===== src/rtl/html_char_streamer_pkg.sv =====
// Shared constants and state encoding for the HTML character streamer.
// The character width comes from the `CHAR_BITES macro (default 8).
`ifndef CHAR_BITES
`define CHAR_BITES 8
`endif

package html_char_streamer_pkg;

   localparam int unsigned PKG_CHAR_W = `CHAR_BITES;

   localparam logic [PKG_CHAR_W-1:0] CHAR_NUL = PKG_CHAR_W'(8'h00);
   localparam logic [PKG_CHAR_W-1:0] CHAR_SP  = PKG_CHAR_W'(8'h20);
   localparam logic [PKG_CHAR_W-1:0] CHAR_TAB = PKG_CHAR_W'(8'h09);
   localparam logic [PKG_CHAR_W-1:0] CHAR_LF  = PKG_CHAR_W'(8'h0A);
   localparam logic [PKG_CHAR_W-1:0] CHAR_CR  = PKG_CHAR_W'(8'h0D);

   typedef enum logic [1:0] {StIdle, StFetch, StStream, StDone} state_e;

   function automatic logic is_ws(input logic [PKG_CHAR_W-1:0] c);
      return (c == CHAR_SP) || (c == CHAR_TAB) || (c == CHAR_LF) || (c == CHAR_CR);
   endfunction

endpackage


===== src/rtl/html_char_streamer_char_fifo2.sv =====
// char_fifo2: 2-entry first-word-fall-through buffer with push/pop/count.
// Output data reads as zero whenever the buffer is empty.
module char_fifo2 #(
   parameter int unsigned W = 8
) (
   input  logic         i_clk,
   input  logic         i_rst_n,
   input  logic         i_flush,
   input  logic         i_push,
   input  logic [W-1:0] i_data,
   input  logic         i_pop,
   output logic [W-1:0] o_data,
   output logic         o_valid,
   output logic [1:0]   o_count
);

   logic [W-1:0] r_mem [2];
   logic         r_rd_ptr;
   logic         r_wr_ptr;
   logic [1:0]   r_count;
   logic         w_push;
   logic         w_pop;

   assign w_pop  = i_pop && (r_count != 2'd0);
   // A full buffer still accepts a push when the head leaves in the same cycle.
   assign w_push = i_push && ((r_count != 2'd2) || w_pop);

   always_ff @(posedge i_clk or negedge i_rst_n) begin
      if (!i_rst_n) begin
         r_mem[0] <= '0;
         r_mem[1] <= '0;
         r_rd_ptr <= 1'b0;
         r_wr_ptr <= 1'b0;
         r_count  <= 2'd0;
      end else if (i_flush) begin
         r_rd_ptr <= 1'b0;
         r_wr_ptr <= 1'b0;
         r_count  <= 2'd0;
      end else begin
         if (w_push) begin
            r_mem[r_wr_ptr] <= i_data;
            r_wr_ptr        <= ~r_wr_ptr;
         end
         if (w_pop) begin
            r_rd_ptr <= ~r_rd_ptr;
         end
         r_count <= r_count + 2'(w_push) - 2'(w_pop);
      end
   end

   assign o_valid = (r_count != 2'd0);
   assign o_data  = o_valid ? r_mem[r_rd_ptr] : '0;
   assign o_count = r_count;

endmodule


===== src/rtl/html_char_streamer.sv =====
// Streams an HTML document from a 1-cycle-latency ROM onto a valid/ready char port.
// Define HTML_WS_COLLAPSE_EN to collapse whitespace runs into a single space.
module html_char_streamer
   import html_char_streamer_pkg::*;
#(
   parameter int unsigned CHAR_W  = `CHAR_BITES,
   parameter int unsigned ADDR_W  = 12,
   parameter int unsigned DOC_LEN = 4096
) (
   input  logic              i_clock,
   input  logic              i_resetn,
   input  logic              i_start,
   output logic [ADDR_W-1:0] o_rom_addr,
   input  logic [CHAR_W-1:0] i_rom_data,
   output logic [CHAR_W-1:0] o_char,
   output logic              o_char_valid,
   input  logic              i_char_ready,
   output logic              o_eof,
   output logic              o_busy
);

   localparam logic [ADDR_W-1:0] LAST_ADDR = ADDR_W'(DOC_LEN - 1);

   state_e            r_state;
   logic [ADDR_W-1:0] r_addr;
   logic              r_inflight;
   logic              r_inflight_last;
   logic              r_last_issued;
   logic              r_end_seen;
   logic              r_eof;
   logic              r_busy;

   logic              w_active;
   logic              w_pop;
   logic              w_ret;
   logic              w_ret_nul;
   logic              w_ret_end;
   logic              w_push;
   logic [CHAR_W-1:0] w_push_data;
   logic [1:0]        w_count;
   logic [2:0]        w_occ;
   logic              w_hold_busy;
   logic              w_issue;
   logic              w_drained;

   assign w_active  = (r_state == StFetch) || (r_state == StStream);
   assign w_pop     = o_char_valid && i_char_ready;
   assign w_ret     = w_active && r_inflight;
   assign w_ret_nul = (i_rom_data == CHAR_NUL);
   assign w_ret_end = w_ret && (w_ret_nul || r_inflight_last);

`ifdef HTML_WS_COLLAPSE_EN
   logic              r_pending;
   logic              r_seen_char;
   logic              r_hold_valid;
   logic [CHAR_W-1:0] r_hold;
   logic              w_ret_ws;

   assign w_ret_ws = is_ws(i_rom_data);

   // A pending space goes out first; the byte that released it waits in r_hold.
   always_comb begin
      w_push      = 1'b0;
      w_push_data = i_rom_data;
      if (r_hold_valid) begin
         w_push      = 1'b1;
         w_push_data = r_hold;
      end else if (w_ret && !w_ret_nul && !w_ret_ws) begin
         w_push      = 1'b1;
         w_push_data = r_pending ? CHAR_SP : i_rom_data;
      end
   end

   always_ff @(posedge i_clock or negedge i_resetn) begin
      if (!i_resetn) begin
         r_pending    <= 1'b0;
         r_seen_char  <= 1'b0;
         r_hold_valid <= 1'b0;
         r_hold       <= '0;
      end else if (i_start) begin
         r_pending    <= 1'b0;
         r_seen_char  <= 1'b0;
         r_hold_valid <= 1'b0;
      end else begin
         r_hold_valid <= 1'b0;
         if (w_ret && !w_ret_nul) begin
            if (w_ret_ws) begin
               r_pending <= r_seen_char && !r_inflight_last;
            end else begin
               r_seen_char <= 1'b1;
               r_pending   <= 1'b0;
               if (r_pending) begin
                  r_hold_valid <= 1'b1;
                  r_hold       <= i_rom_data;
               end
            end
         end else if (w_ret_end) begin
            r_pending <= 1'b0;
         end
      end
   end

   // Pending space reserves a slot so the releasing byte always finds room.
   assign w_occ       = 3'(w_count) + 3'(r_inflight) + 3'(r_hold_valid) + 3'(r_pending);
   assign w_hold_busy = r_hold_valid;
`else
   assign w_push      = w_ret && !w_ret_nul;
   assign w_push_data = i_rom_data;
   assign w_occ       = 3'(w_count) + 3'(r_inflight);
   assign w_hold_busy = 1'b0;
`endif

   assign w_issue   = w_active && !i_start && !r_end_seen && !w_ret_end && !r_last_issued
                      && ((w_occ - 3'(w_pop)) < 3'd2);
   assign w_drained = r_end_seen && (w_count == 2'd0) && !r_inflight && !w_hold_busy;

   always_ff @(posedge i_clock or negedge i_resetn) begin
      if (!i_resetn) begin
         r_state         <= StIdle;
         r_addr          <= '0;
         r_inflight      <= 1'b0;
         r_inflight_last <= 1'b0;
         r_last_issued   <= 1'b0;
         r_end_seen      <= 1'b0;
         r_eof           <= 1'b0;
         r_busy          <= 1'b0;
      end else if (i_start) begin
         r_state         <= StFetch;
         r_addr          <= '0;
         r_inflight      <= 1'b0;
         r_inflight_last <= 1'b0;
         r_last_issued   <= 1'b0;
         r_end_seen      <= 1'b0;
         r_eof           <= 1'b0;
         r_busy          <= 1'b1;
      end else begin
         r_inflight      <= w_issue;
         r_inflight_last <= w_issue && (r_addr == LAST_ADDR);
         if (w_issue) begin
            // Address parks on the last location instead of wrapping.
            if (r_addr == LAST_ADDR) r_last_issued <= 1'b1;
            else                     r_addr        <= r_addr + 1'b1;
         end
         if (w_ret_end) r_end_seen <= 1'b1;
         if (w_active && w_drained) begin
            r_state <= StDone;
            r_eof   <= 1'b1;
            r_busy  <= 1'b0;
         end else if ((r_state == StFetch) && w_push) begin
            r_state <= StStream;
         end
      end
   end

   char_fifo2 #(
      .W (CHAR_W)
   ) u_fifo (
      .i_clk   (i_clock),
      .i_rst_n (i_resetn),
      .i_flush (i_start),
      .i_push  (w_push),
      .i_data  (w_push_data),
      .i_pop   (w_pop),
      .o_data  (o_char),
      .o_valid (o_char_valid),
      .o_count (w_count)
   );

   assign o_rom_addr = r_addr;
   assign o_eof      = r_eof;
   assign o_busy     = r_busy;

endmodule


===== config.mk =====
export PLATFORM = sky130hd
export DESIGN_NAME = html_char_streamer
export DESIGN_NICKNAME = d
export VERILOG_FILES = /design/src/rtl/html_char_streamer_pkg.sv /design/src/rtl/html_char_streamer_char_fifo2.sv /design/src/rtl/html_char_streamer.sv
export SDC_FILE = /design/constraint.sdc
export NUM_CORES = 1
export LEC_CHECK = 0
export CAP_MARGIN = 20
export CORE_AREA = 8 8 82 84
export CTS_CLUSTER_SIZE = 25
export DETAILED_ROUTE_END_ITERATION = 10
export DIE_AREA = 0 0 90 92
export GPL_TIMING_DRIVEN = 0
export SYNTH_ARGS = -nofsm -noshare
export SYNTH_HDL_FRONTEND = slang
export SYNTH_SLANG_ARGS = --single-unit

===== constraint.sdc =====
create_clock -name i_clock -period 3.18 [get_ports i_clock]
set_input_delay 0.636 -clock i_clock [delete_from_list [all_inputs] [get_ports i_clock]]
set_output_delay 0.636 -clock i_clock [all_outputs]
set_load 0.005 [all_outputs]

==> results of run 1 <==
-- worst register-to-register path, delay by kind of cell, from the launching register on --
kind,cells,cell delay (ns)
and+or+nand+nor,6,1.23
DFF,1,0.41
adders and majority gates,2,0.73
buffers and inverters,3,0.27
muxes,1,0.31
-- flip-flops by register name, indices dropped and copies added (netlist names) --
signal / cells
o_busy: 1
o_eof: 1
o_rom_addr: 12
r_end_seen: 1
r_inflight: 1
r_inflight_last: 1
r_last_issued: 1
r_state: 2
u_fifo.o_count: 2
u_fifo.r_mem: 16
u_fifo.r_rd_ptr: 1
u_fifo.r_wr_ptr: 1
-- power breakdown --
part,internal (mW),switching (mW)
clock,0.277,0.180
combinational,0.439,0.346
sequential,0.653,0.0834
-- metal layers --
layer / part of all wire [%] / wire [um] / up-vias
met5: 0 / 0 / -
met4: 1.9 / 94 / 0
met3: 4.3 / 213 / 10
met2: 46 / 2270 / 40
met1: 48 / 2340 / 786
li1: - / - / 798
-- how the worst max path moves through the flow --
stage                         end  slack [ns]
detailed placement  o_rom_addr[7]       -0.64
CTS                 o_rom_addr[1]       0.009
finish              o_rom_addr[1]        0.08
global placement    o_rom_addr[7]       -0.65
global route        o_rom_addr[1]       -0.01
floorplan           o_rom_addr[7]       -0.03
-- logic make-up (layout without fill, tap and decap cells) --
kind of cell    count (synthesis)  after routing
simple gates                   78             78
flops                          40             40
mux                            29             29
compound gates                 21             21
buf+inv                        15             66
fa+ha+maj                       6              6
xor+xnor                        5              5
-- final cells by class --
type                            count  share of cell area (%)
Tap cell                           72                    3.22
Inverter                            7                   0.940
Clock inverter                      1                    1.07
Sequential cell                    40                    35.8
Timing Repair Buffer               43                    14.7
Multi-Input combinational cell    139                    39.2
Buffer                              8                    1.52
Clock buffer                        7                    3.45
-- timing repair --
| action | 4_1_cts | 5_1_grt |
|---|---|---|
| gates cloned | 0 | 0 |
| setup endpoints to repair | 14 | 11 |
| resized for setup | 8 | 5 |
| pin swaps | 3 | 6 |
| setup buffers | 6 | 3 |
| hold buffers | 0 | 0 |
-- layout by cell type (no fill, tap or decap), types with 2 or more instances in the layout --
master,n
inv_2,2
nor2_1,23
mux2_2,18
clkbuf_1,5
o21bai_1,2
nor3_2,2
mux2i_1,10
nand3_1,6
a31oi_1,2
o2111ai_1,2
nor2b_1,5
xnor2_1,2
buf_2,2
clkdlybuf4s50_1,31
inv_1,5
nand2b_1,2
buf_4,10
ha_1,3
o21ba_2,2
clkbuf_8,7
and3_1,5
dfrtp_1,39
or4_1,3
xor2_1,3
nand2_1,10
a21oi_1,6
nor4_1,5
o31ai_1,3
-- through the flow --
step | utilization, % | std cells | cell area (um^2) | worst slack, ns | setup TNS, ns
3_5_place_dp | 47.2 | 300 | 2550 | -0.645 | -6.20
3_3_place_gp | 46.9 | 299 | 2540 | -0.653 | -6.15
2_1_floorplan | - | 194 | 2120 | -0.0291 | -0.0574
4_1_cts | 50.9 | 314 | 2750 | 0.00873 | 0
5_1_grt | 51.7 | 317 | 2800 | -0.0111 | -0.0111
6_report | 51.7 | 317 | 2800 | 0.0786 | 0
==> flow_summary.toml, run 1 <==
[die]
pin_count = 35
die_w_um = 90
dieHeight_um = 92
dieArea_um2 = 8280
core-area_um2 = 5410
initial_utilization_pct = 38.9
num_rows = 27

[critical_path]
worst-path-stages = 11
timing.rr.start = "u_fifo.o_count[0]"
slowest_stage = "fa_1"
ff2ff_setup_slack_ns = 0.11
critPathTopFamily = "simple AND/OR/NAND/NOR gates"
cp.arrival_ns = 3.28
r2r_cells = 12
max_stage_delay_ns = 0.52
critPathMaxFanout = 6
crit_path_end_kind = "register"
worstSetupPathType = "in2reg"
cp-start-kind = "input pin"
r2r_end = "o_rom_addr[1]"
worstPathCellList = "dlygate4sd2_1 > and2_4 > ha_4 > inv_2 > nand2_2 > fa_1 > or4b_4 > or2_0 > buf_4 > nor3_4 > mux2_4"
critPathRequiredTime_ns = 3.36
crit_buf_inv = 3
crit_start = "i_char_ready"

[synthesis]
synth_compound_area_share_pct = 7.27
seq_area_frac_synth_pct = 47.6
syn-num-nets = 212
yosys.area_share.simple_pct = 21.0
synthMuxAreaShare_pct = 14.9
synth_edf_count = 0
syn-mean-instance-area_um2 = 10.8
synth-seq-cells = 40
synth_top_family_by_area = "simple AND/OR/NAND/NOR gates"
yosys.area_share.adder_pct = 3.93
synth.distinct_cells = 42
yosysMostFrequentCell = "dfrtp_1"
synth_area_leaders = "dfrtp_1, mux2_2, mux2i_1"
synthTopCellsByCount = "dfrtp_1, nor2_1, mux2_2"
synth_xor_area_share_pct = 2.08
synthFlopType = "dfrtp_1"
async_reset_ff_share_pct = 100
synth_warnings = 0
netlist_area_um2 = 2100
yosysTopAreaCell = "dfrtp_1"
synth_top_area_share_pct = 47.6
synth_cells = 194

[clock_tree]
clk_path_buf_depth = 2
numCtsBuffers = 5
cts_root_buffer = "clkbuf_8"
htree_levels = 2
cts_tree = "built"
clock_latency_ns = 0.29
cts.sink_count = 40
clk_pin_slew_worst_paths_ns = 0.08

[layout]
fin_nets = 262
nFillCells = 525
diodes = 0
ff_latch_area_um2 = 1000
drive_gt1_share_pct = 24.1
multi_input_area_um2 = 1100
synthToLayoutAreaGrowth_pct = 33.1

[global_routing]
grt_pass1_vias = 1679
grt_max_degree = 31
grt_pass1_wl_um = 8220
grt_overflow = 0
use_met2_pct = 18.9
grt_util_met3_pct = 2.93
antenna_found_initial = 0
met1_usage_pct = 15.1
track_usage_pct = 12.0
grt-busiest-layer = "met2"

[timing]
finalCritPeriodShare_pct = 97.5
slew_violations = 0
fin_skew_ns = 0.00402
worstMarginPinSlew_ns = 0.697
setup_viol = 0
whs_ns = 0.215
hold_violations = 0
slew_headroom_pct = 52.9
layout_min_cycle_time_ns = 3.10
fmax_ghz = 0.322

[outcome]
run_status = "finished, final reports clean"

[power_and_ir_drop]
peakVddDrop_mv = 0.263
total_power_mw = 1.98
powerDensity_nw_per_um2 = 707
power.leakage_nw = 1.19

[run]
drv_cap = 0

[drt]
ant_nets = 0
wl_per_cell_um = 15.5
drc = 0
vias = 1634
via_per_inst = 5.15
drtIter0Drc = 91
first_pass_iters = 4
wl_um = 4920

[placed_design]
port-buffer-count = 33
hpwlAfterDp_um = 3410
place_congestion = 0.765

[min_path]
holdCritPathClass = "in2async"
Note: power is estimated with default switching activity, not from simulation.
==> inputs of run 2 (changes only) <==
clock period = 2.6 ns   (was 3.18 ns; I/O delays follow)
==> flow_summary.toml, run 2 (synthesis gave the netlist of run 1 again) <==
[layout]
final_cells = 327
fin_nets = 272
largest_reg_flops = 16
final_common_cell = "dfrtp_1"
synthToLayoutAreaGrowth_pct = 39.7
final_cell_mix = "dfrtp_1, clkdlybuf4s50_1, nor2_1"
diodes = 0
regMostFlops = "u_fifo.r_mem"
drive_gt1_share_pct = 31.0
nFillCells = 501

[power_and_ir_drop]
peakVddDrop_mv = 0.332
total_power_mw = 2.46
powerDensity_nw_per_um2 = 838
power.leakage_nw = 1.24

[critical_path]
slowest_stage = "or4b_4"
critPathRequiredTime_ns = 2.78
timing.rr.start = "u_fifo.o_count[1]"
cp_common_cell = "inv_2"
crit_path_end_kind = "register"
critPathMaxFanout = 6
r2r_end = "o_rom_addr[1]"
critPathTopFamily = "simple AND/OR/NAND/NOR gates"
ff2ff_setup_slack_ns = -0.43
worstPathCellList = "nor2_4 > inv_2 > and2_4 > ha_4 > inv_2 > nand2_2 > fa_1 > or4b_4 > or2_1 > buf_6 > nor3_4 > mux2_4"
r2r_cells = 12
worstSetupPathType = "reg2reg"
cp-start-kind = "register"
max_stage_delay_ns = 0.52
cp.arrival_ns = 3.21
crit_buf_inv = 3

[global_routing]
grt_overflow = 0
grt_pass1_vias = 1799
grt_pass1_wl_um = 8820
antenna_found_initial = 0
track_usage_pct = 13.0
grt_max_degree = 40

[timing]
layout_min_cycle_time_ns = 3.03
fin_ws_ns = -0.435
rsz0062_at_grt = "yes"
fmax_ghz = 0.330
finalCritPeriodShare_pct = 117
worstMarginPinSlew_ns = 0.763
setup_viol = 15
hold_violations = 0
tns_ns = -5.14
fin_skew_ns = 0.00568
slew_headroom_pct = 48.4
slew_violations = 0

[die]
die_w_um = 90
dieHeight_um = 92
pin_count = 35
num_rows = 27
initial_utilization_pct = 38.9
core-area_um2 = 5410
dieArea_um2 = 8280

[outcome]
run_status = "finished with violations"
violations = "negative setup slack"

[clock_tree]
htree_levels = 2
cts_hold_buf = 0
cts_tree = "built"
clk_path_buf_depth = 2
clock_latency_ns = 0.29
numCtsBuffers = 5
cts_root_buffer = "clkbuf_8"
cts.sink_count = 40
clk_pin_slew_worst_paths_ns = 0.08

[drt]
vias = 1694
wl_um = 5200
first_pass_iters = 4
drc = 0
wl_per_cell_um = 15.9
via_per_inst = 5.18
drtIter0Drc = 54
ant_nets = 0

[min_path]
holdCritPathClass = "in2async"

[placed_design]
place_congestion = 0.768
hpwlAfterDp_um = 3440
placed_cells = 300
port-buffer-count = 33

[run]
drv_cap = 0
## run 2: cell count changes in the layout (fill, tap and decap cells not counted), sizes merged
cell,previous run,this run
clkdlybuf4s50,31,30
bufinv,1,0
buf,14,26
## run 2: cell type report
type | instances | area (um^2) | area share, %
Buffer | 7 | 42.5 | 1.45
Tap cell | 72 | 90.1 | 3.07
Multi-Input combinational cell | 139 | 1180 | 40.4
Inverter | 7 | 26.3 | 0.895
Sequential cell | 40 | 1000 | 34.1
Timing Repair Buffer | 54 | 499 | 17.0
Clock buffer | 8 | 90.1 | 3.07
## run 2: through the flow
stage	util, %	hold slack, ns	setup slack [ns]	area, um^2
global placement	47.6	0.482	-0.953	2570
finish	54.3	0.0111	-0.435	2940
global route	54.3	0.00181	-0.548	2940
detailed placement	47.8	0.320	-0.960	2590
floorplan	-	0.224	-0.507	2150
CTS	52.9	0.00540	-0.449	2860
## run 2: power breakdown
part | total (mW) | leakage (nW) | internal (mW) | switching, mW
combinational | 1.11 | 0.675 | 0.643 | 0.464
sequential | 0.926 | 0.520 | 0.798 | 0.127
clock | 0.427 | 0.0455 | 0.217 | 0.210
total | 2.46 | 1.24 | 1.66 | 0.802
## run 2: layer usage
metal,track usage [%],share of wire (%)
met5,0,0
met3,3.18,4.7
met4,4.72,1.7
met1,15.6,46
met2,22.1,47
## run 2: worst max-delay path by stage
stage	slack, ns	start	to	cells after the start
2_1_floorplan	-0.51	u_fifo.o_count[1]	o_rom_addr[1]	12
3_3_place_gp	-0.95	i_char_ready	o_rom_addr[1]	11
3_5_place_dp	-0.96	i_char_ready	o_rom_addr[1]	11
4_1_cts	-0.45	u_fifo.o_count[1]	o_rom_addr[1]	12
5_1_grt	-0.55	u_fifo.o_count[1]	o_rom_addr[1]	12
6_report	-0.43	u_fifo.o_count[1]	o_rom_addr[1]	12
## run 2: timing repair
action,4_1_cts,5_1_grt
endpoints found under the setup margin,15,28
buffers inserted,17,6
resized for setup,14,13
pin swaps,4,5
==> inputs of run 3 (changes only) <==
CTS_CLUSTER_SIZE = 8   (was 25)
==> results of run 3 <==
Final layout, timing and power as in run 2 (identical DEF).
